$ cat src/rtl/rfb_column_sequencer_if.sv
// Bundle-in / beat-out signal group between the rotational frame buffer,
// the column sequencer and the HUB75 driver.
interface rfb_column_sequencer_if #(
   parameter int unsigned NUM_CHANNELS = 2,
   parameter int unsigned NUM_ROWS     = 64,
   parameter int unsigned SCAN_RATE    = 32,
   parameter int unsigned RGB_RES      = 9
);
   localparam int unsigned CW = $clog2(SCAN_RATE);
   localparam int unsigned IW = (NUM_CHANNELS > 1) ? $clog2(NUM_CHANNELS) : 1;

   logic                                                 in_valid;
   logic                                                 in_ready;
   logic [NUM_CHANNELS-1:0][CW-1:0]                      radii_input;
   logic [NUM_CHANNELS-1:0][NUM_ROWS-1:0]                rfb_cols_input;
   logic [NUM_CHANNELS-1:0][RGB_RES-1:0]                 colour_input;
   logic                                                 hub75_ready;
   logic [NUM_CHANNELS-1:0][NUM_ROWS-1:0][RGB_RES-1:0]   columns;
   logic [CW-1:0]                                        col_num;
   logic [IW-1:0]                                        chan_idx;
   logic                                                 data_valid;
   logic                                                 seq_done;

   // Environment side: frame buffer source plus HUB75 driver back-pressure.
   modport master (
      output in_valid, radii_input, rfb_cols_input, colour_input, hub75_ready,
      input  in_ready, columns, col_num, chan_idx, data_valid, seq_done
   );

   // Sequencer side.
   modport slave (
      input  in_valid, radii_input, rfb_cols_input, colour_input, hub75_ready,
      output in_ready, columns, col_num, chan_idx, data_valid, seq_done
   );
endinterface

$ cat src/rtl/rfb_column_sequencer.sv
// Latches one bundle of per-channel columns and emits one expanded RGB
// column per beat to the HUB75 driver, in ascending channel order.
module rfb_column_sequencer #(
   parameter int unsigned NUM_CHANNELS = 2,
   parameter int unsigned NUM_ROWS     = 64,
   parameter int unsigned SCAN_RATE    = 32,
   parameter int unsigned RGB_RES      = 9,
   parameter int unsigned SKIP_EMPTY   = 0
) (
   input  logic                  clk_in,
   input  logic                  rst_in,
   rfb_column_sequencer_if.slave bus
);
   localparam int unsigned CW = $clog2(SCAN_RATE);
   localparam int unsigned IW = (NUM_CHANNELS > 1) ? $clog2(NUM_CHANNELS) : 1;

   typedef enum logic {IDLE, EMIT} state_t;
   typedef logic [NUM_CHANNELS-1:0][NUM_ROWS-1:0][RGB_RES-1:0] pix_t;

   state_t                                 state;
   logic [NUM_CHANNELS-1:0][CW-1:0]        radii_q;
   logic [NUM_CHANNELS-1:0][NUM_ROWS-1:0]  cols_q;
   logic [NUM_CHANNELS-1:0][RGB_RES-1:0]   colour_q;
   pix_t                                   columns_q;
   logic [CW-1:0]                          col_num_q;
   logic [IW-1:0]                          chan_q;
   logic                                   valid_q;
   logic                                   done_q;
   logic                                   in_ready;

   logic                                   first_found;
   logic [IW-1:0]                          first_idx;
   logic                                   next_found;
   logic [IW-1:0]                          next_idx;

   function automatic pix_t expand(input logic [IW-1:0]       k,
                                   input logic [NUM_ROWS-1:0] col,
                                   input logic [RGB_RES-1:0]  colour);
      pix_t p;
      p = '0;
      for (int unsigned r = 0; r < NUM_ROWS; r++)
         p[k][r] = col[r] ? colour : '0;
      return p;
   endfunction

   assign in_ready = (state == IDLE);

   // First qualifying channel of the incoming bundle, and the next one above
   // the active channel within the latched bundle.
   always_comb begin
      first_found = 1'b0;
      first_idx   = '0;
      next_found  = 1'b0;
      next_idx    = '0;
      for (int unsigned k = 0; k < NUM_CHANNELS; k++) begin
         if (!first_found && (SKIP_EMPTY == 0 || |bus.rfb_cols_input[k])) begin
            first_found = 1'b1;
            first_idx   = IW'(k);
         end
         if (!next_found && IW'(k) > chan_q && (SKIP_EMPTY == 0 || |cols_q[k])) begin
            next_found = 1'b1;
            next_idx   = IW'(k);
         end
      end
   end

   always_ff @(posedge clk_in or negedge rst_in) begin
      if (!rst_in) begin
         state     <= IDLE;
         radii_q   <= '0;
         cols_q    <= '0;
         colour_q  <= '0;
         columns_q <= '0;
         col_num_q <= '0;
         chan_q    <= '0;
         valid_q   <= 1'b0;
         done_q    <= 1'b0;
      end else begin
         done_q <= 1'b0;
         case (state)
            IDLE: begin
               if (bus.in_valid && in_ready) begin
                  radii_q  <= bus.radii_input;
                  cols_q   <= bus.rfb_cols_input;
                  colour_q <= bus.colour_input;
                  if (first_found) begin
                     state     <= EMIT;
                     valid_q   <= 1'b1;
                     chan_q    <= first_idx;
                     col_num_q <= bus.radii_input[first_idx];
                     columns_q <= expand(first_idx, bus.rfb_cols_input[first_idx],
                                         bus.colour_input[first_idx]);
                  end else begin
                     done_q <= 1'b1;
                  end
               end
            end
            EMIT: begin
               if (bus.hub75_ready) begin
                  if (next_found) begin
                     chan_q    <= next_idx;
                     col_num_q <= radii_q[next_idx];
                     columns_q <= expand(next_idx, cols_q[next_idx], colour_q[next_idx]);
                  end else begin
                     state     <= IDLE;
                     valid_q   <= 1'b0;
                     columns_q <= '0;
                     done_q    <= 1'b1;
                  end
               end
            end
            default: state <= IDLE;
         endcase
      end
   end

   assign bus.in_ready   = in_ready;
   assign bus.columns    = columns_q;
   assign bus.col_num    = col_num_q;
   assign bus.chan_idx   = chan_q;
   assign bus.data_valid = valid_q;
   assign bus.seq_done   = done_q;

endmodule

$ cat src/flat_wrapper.sv
// flat-port wrapper written by rule: the top's interface ports become plain ports
module rfb_column_sequencer_flat 
#(
   parameter int unsigned NUM_CHANNELS = 2,
   parameter int unsigned NUM_ROWS     = 64,
   parameter int unsigned SCAN_RATE    = 32,
   parameter int unsigned RGB_RES      = 9,
   parameter int unsigned SKIP_EMPTY   = 0
)
  (clk_in, rst_in, bus_in_valid, bus_radii_input, bus_rfb_cols_input, bus_colour_input, bus_hub75_ready, bus_in_ready, bus_columns, bus_col_num, bus_chan_idx, bus_data_valid, bus_seq_done);
  rfb_column_sequencer_if #(.NUM_CHANNELS(NUM_CHANNELS), .NUM_ROWS(NUM_ROWS), .SCAN_RATE(SCAN_RATE), .RGB_RES(RGB_RES)) bus_i ();
  input  logic clk_in;
  input  logic rst_in;
  input wire logic [$bits(bus_i.in_valid)-1:0] bus_in_valid;
  input wire logic [$bits(bus_i.radii_input)-1:0] bus_radii_input;
  input wire logic [$bits(bus_i.rfb_cols_input)-1:0] bus_rfb_cols_input;
  input wire logic [$bits(bus_i.colour_input)-1:0] bus_colour_input;
  input wire logic [$bits(bus_i.hub75_ready)-1:0] bus_hub75_ready;
  output wire logic [$bits(bus_i.in_ready)-1:0] bus_in_ready;
  output wire logic [$bits(bus_i.columns)-1:0] bus_columns;
  output wire logic [$bits(bus_i.col_num)-1:0] bus_col_num;
  output wire logic [$bits(bus_i.chan_idx)-1:0] bus_chan_idx;
  output wire logic [$bits(bus_i.data_valid)-1:0] bus_data_valid;
  output wire logic [$bits(bus_i.seq_done)-1:0] bus_seq_done;
  assign bus_i.in_valid = bus_in_valid;
  assign bus_i.radii_input = bus_radii_input;
  assign bus_i.rfb_cols_input = bus_rfb_cols_input;
  assign bus_i.colour_input = bus_colour_input;
  assign bus_i.hub75_ready = bus_hub75_ready;
  assign bus_in_ready = bus_i.in_ready;
  assign bus_columns = bus_i.columns;
  assign bus_col_num = bus_i.col_num;
  assign bus_chan_idx = bus_i.chan_idx;
  assign bus_data_valid = bus_i.data_valid;
  assign bus_seq_done = bus_i.seq_done;
  rfb_column_sequencer #(.NUM_CHANNELS(NUM_CHANNELS), .NUM_ROWS(NUM_ROWS), .SCAN_RATE(SCAN_RATE), .RGB_RES(RGB_RES), .SKIP_EMPTY(SKIP_EMPTY)) u_core (.clk_in(clk_in), .rst_in(rst_in), .bus(bus_i));
endmodule
$ cat config.mk
export PLATFORM = sky130hd
export DESIGN_NAME = rfb_column_sequencer_flat
export DESIGN_NICKNAME = d
export VERILOG_FILES = /design/src/rtl/rfb_column_sequencer_if.sv /design/src/rtl/rfb_column_sequencer.sv /design/src/flat_wrapper.sv
export SDC_FILE = /design/constraint.sdc
export NUM_CORES = 2
export LEC_CHECK = 0
export BUFFER_PORTS_ARGS = -buffer_cell sky130_fd_sc_hd__buf_2
export CORE_AREA = 10 10 507 509
export DETAILED_ROUTE_END_ITERATION = 6
export DIE_AREA = 0 0 517 519
export GPL_ROUTABILITY_DRIVEN = 1
export PLACE_DENSITY = 0.37
export SKIP_CTS_REPAIR_TIMING = 1
export SYNTH_ARGS = -nofsm -noshare
export SYNTH_HDL_FRONTEND = slang
export SYNTH_SLANG_ARGS = --single-unit
$ cat constraint.sdc
create_clock -name clk_in -period 2.4 [get_ports clk_in]
set_input_delay 0.48 -clock clk_in [delete_from_list [all_inputs] [get_ports clk_in]]
set_output_delay 0.48 -clock clk_in [all_outputs]
set_load 0.05 [all_outputs]
==> run_results.csv <==
group,metric,value,unit
pwr,p_sw,46.86,mW
cells_and_area,final_util,26.66,%
pwr,p_per_area,1501,nW/um2
floorplan,dieWidth,517,um
sta,relSlewSlack,47.49,%
logic_synthesis,synthesis.nets,3296,
drt,ant_nets,0,
grt,grt_start_max_net_pins,107,
cts,insertion_delay,0.82,ns
logic_synthesis,synth_warnings,0,
logic_synthesis,yosysSeqAreaShare,68.03,%
logic_synthesis,synth_top_flop_cell,"dfrtp_1",
critical_path,startpoint_type,"flop",
pwr,leakage,33.78,nW
pwr,p_int,52.10,mW
pwr,p_sw_share,47.35,%
logic_synthesis,syn_area_per_cell,15.22,um2
cts,cts_root_buffer,"clkbuf_16",
logic_synthesis,async_reset_ff_share,100.0,%
min_path,hold_path_class,"input pin to flop",
floorplan,coreArea,247300,um2
critical_path,arrival,1.82,ns
floorplan,num_io_pins,1321,
logic_synthesis,synth_edf_count,0,
logic_synthesis,ys_seq_elements,1298,
logic_synthesis,syn_inst,3136,
cts,clk_pin_slew_worst_paths,0.06,ns
logic_synthesis,synth_top_area_cell,"dfrtp_1",
grt,grt_first_pass_wirelength,344000,um
sta,fmax,435.0,MHz
cells_and_area,area_growth,38.09,%
critical_path,crit_path_max_fanout,11,
cells_and_area,finalNetCount,4732,
pwr,ir_drop,801.4,uV
floorplan,die_h,519,um
grt,grt_pass1_vias,37084,
logic_synthesis,yosys.cell_types.count,25,
pwr,seqPwrFrac,32.3,%
critical_path,path_class,"flop to output port",
logic_synthesis,syn_area,47740,um2
cts,htree_levels,4,
grt,gr-usage-all-layers,18.22,%
sta,finalSetupViolCount,0,
sta,finClkSkew,0.04136,ns
placement,dp_hpwl,184700,um
cts,cts_sinks,1298,
cells_and_area,final_cells,7949,
cells_and_area,final_layout_size_suffix_gt1_share,41.94,%
sta,timing.final.crit_share,95.78,%
placement,place.port_buffers,1320,
job,max_cap_violations,0,
grt,antenna_found_initial,43,
drt,routed_via_density,4.533,
logic_synthesis,synthTopCellsByArea,"dfrtp_1 68%, a22o_1 11%, o2bb2ai_1 9.2%, mux2_2 2.7%, buf_2 1.7%",
drt,vias,36029,
sta,rsz0062_at_grt,"false",
placement,placed_cells,7545,
pwr,clkPwrFrac,24.9,%
critical_path,crit_required,1.92,ns
sta,period_minus_slack,2.299,ns
floorplan,rows,183,
floorplan,dieArea,268300,um2
floorplan,start_util,19.31,%
cts,cts_buffers,157,
sta,worst_pin_slew,0.7877,ns
drt,wl_per_cell,32.34,um
sta,hold_violations,0,
logic_synthesis,synth_most_common_cell,"dfrtp_1",
logic_synthesis,netlist_top_cells_count,"1,298 x dfrtp_1, 576 x a22o_1, 502 x o2bb2ai_1, 160 x buf_2, 115 x mux2_2",
drt,remaining_drc_errors,0,
cts,cts_buffer_depth,3,
drt,firstDrtPassIters,5,
drt,wl,257100,um
outcome,status,"finished clean",
placement,gp_congestion,0.7739,
drt,drtIter0Drc,3043,
pwr,p_comb_share,42.8,%
critical_path,cp-end-kind,"output port",
grt,grt_overflow,0,
sta,drv_slew,0,
logic_synthesis,yosysTopAreaCellShare,68.03,%
cts,cts_tree,"done",
## placed cells by master, fill, tap and decap left out, types with 3 or more instances in the layout
cell type / n
and3b_4: 3
nand4b_2: 15
and3b_1: 21
clkinv_16: 6
inv_6: 8
clkinv_2: 23
a32o_1: 40
buf_2: 1315
clkinvlp_4: 5
a22o_1: 576
bufinv_16: 7
clkbuf_8: 35
mux2_2: 115
dlygate4sd3_1: 92
buf_4: 138
clkbuf_1: 30
dfrtp_1: 1296
a21o_1: 63
buf_12: 84
o311ai_0: 5
inv_8: 3
nor2_1: 3
nand4b_1: 10
mux2i_4: 13
and3b_2: 7
mux2i_1: 37
o2bb2ai_1: 502
inv_1: 7
clkinv_4: 5
nand3b_1: 5
mux2i_2: 10
clkbuf_16: 162
diode_2: 15
and4b_1: 37
nand4b_4: 5
## power groups by stage
stage          sequential, mW  clock, mW  combinational [mW]
2_1_floorplan            45.8          0                10.4
3_3_place_gp             32.4          0                42.4
3_5_place_dp             32.2          0                42.5
4_1_cts                  32.0       25.3                42.5
5_1_grt                  32.6       26.2                44.4
6_report                 32.0       24.6                42.3
## metal layers
layer	track usage, %	vias up	wire length (um)
li1	-	15050	-
met1	24.05	19051	110900
met2	28.83	1635	117700
met3	6.237	293	23350
met4	3.876	0	5123
met5	0	-	0
## stage by stage
step	hold WS [ns]	total power, mW	setup slack (ns)	setup TNS [ns]	area, um2
6_report	0.06486	98.96	0.1012	0	65930
5_1_grt	0.01639	103.2	0.001522	0	65910
4_1_cts	-0.4079	99.89	-0.3453	-0.6099	64800
3_5_place_dp	0.4598	74.69	0.3270	0	59480
3_3_place_gp	0.4571	74.79	0.3316	0	59480
2_1_floorplan	0.1844	56.20	0.4986	0	47740
## logic make-up (layout without fill, tap and decap cells)
family	count (synthesis)	in the layout	synth area share (%)
other cells	0	15	0
mux	175	175	3.970
simple gates	109	109	2.298
compound gates	1188	1188	21.72
buf+inv	366	1927	3.983
flops	1298	1298	68.03
## state kept, by name, indices dropped and copies added, names as in the netlist
register and count:
u_core.cols_q 114, u_core.state 1, u_core.colour_q 18, u_core.bus.col_num 5
u_core.bus.columns 1152, u_core.bus.data_valid 1, u_core.bus.chan_idx 1, u_core.radii_q 5
u_core.bus.seq_done 1
## worst max-delay path, stage by stage (launching register included)
cell	delay, ns
dfrtp_4	0.56
buf_16	0.20
buf_4	0.20
## final cells by class
type	count	area (um2)
clock buffer	224	4573
sequential	1298	32490
clock inverter	60	747.0
multi-input combinational	1472	13640
fill	25622	181400
inverter	7	26.28
antenna	15	37.54
timing repair buffer	1636	10370
tap	3237	4050
## worst paths after layout
kind | slack, ns | start | to | cells past startpoint
max | 0.10 | u_core.bus.chan_idx | bus_chan_idx | 2
min | 0.06 | bus_rfb_cols_input[55] | u_core.bus.columns[503] | 3
max reg2reg | 0.28 | u_core.state | u_core.bus.columns[61] | 6
min reg2reg | 0.47 | u_core.bus.columns[413] | u_core.bus.columns[413] | 1
max in group asynchronous | 1.14 | rst_in | u_core.bus.columns[233] | 4
min in group asynchronous | 0.29 | rst_in | u_core.bus.columns[636] | 2
(Power assumes the default switching activity.)
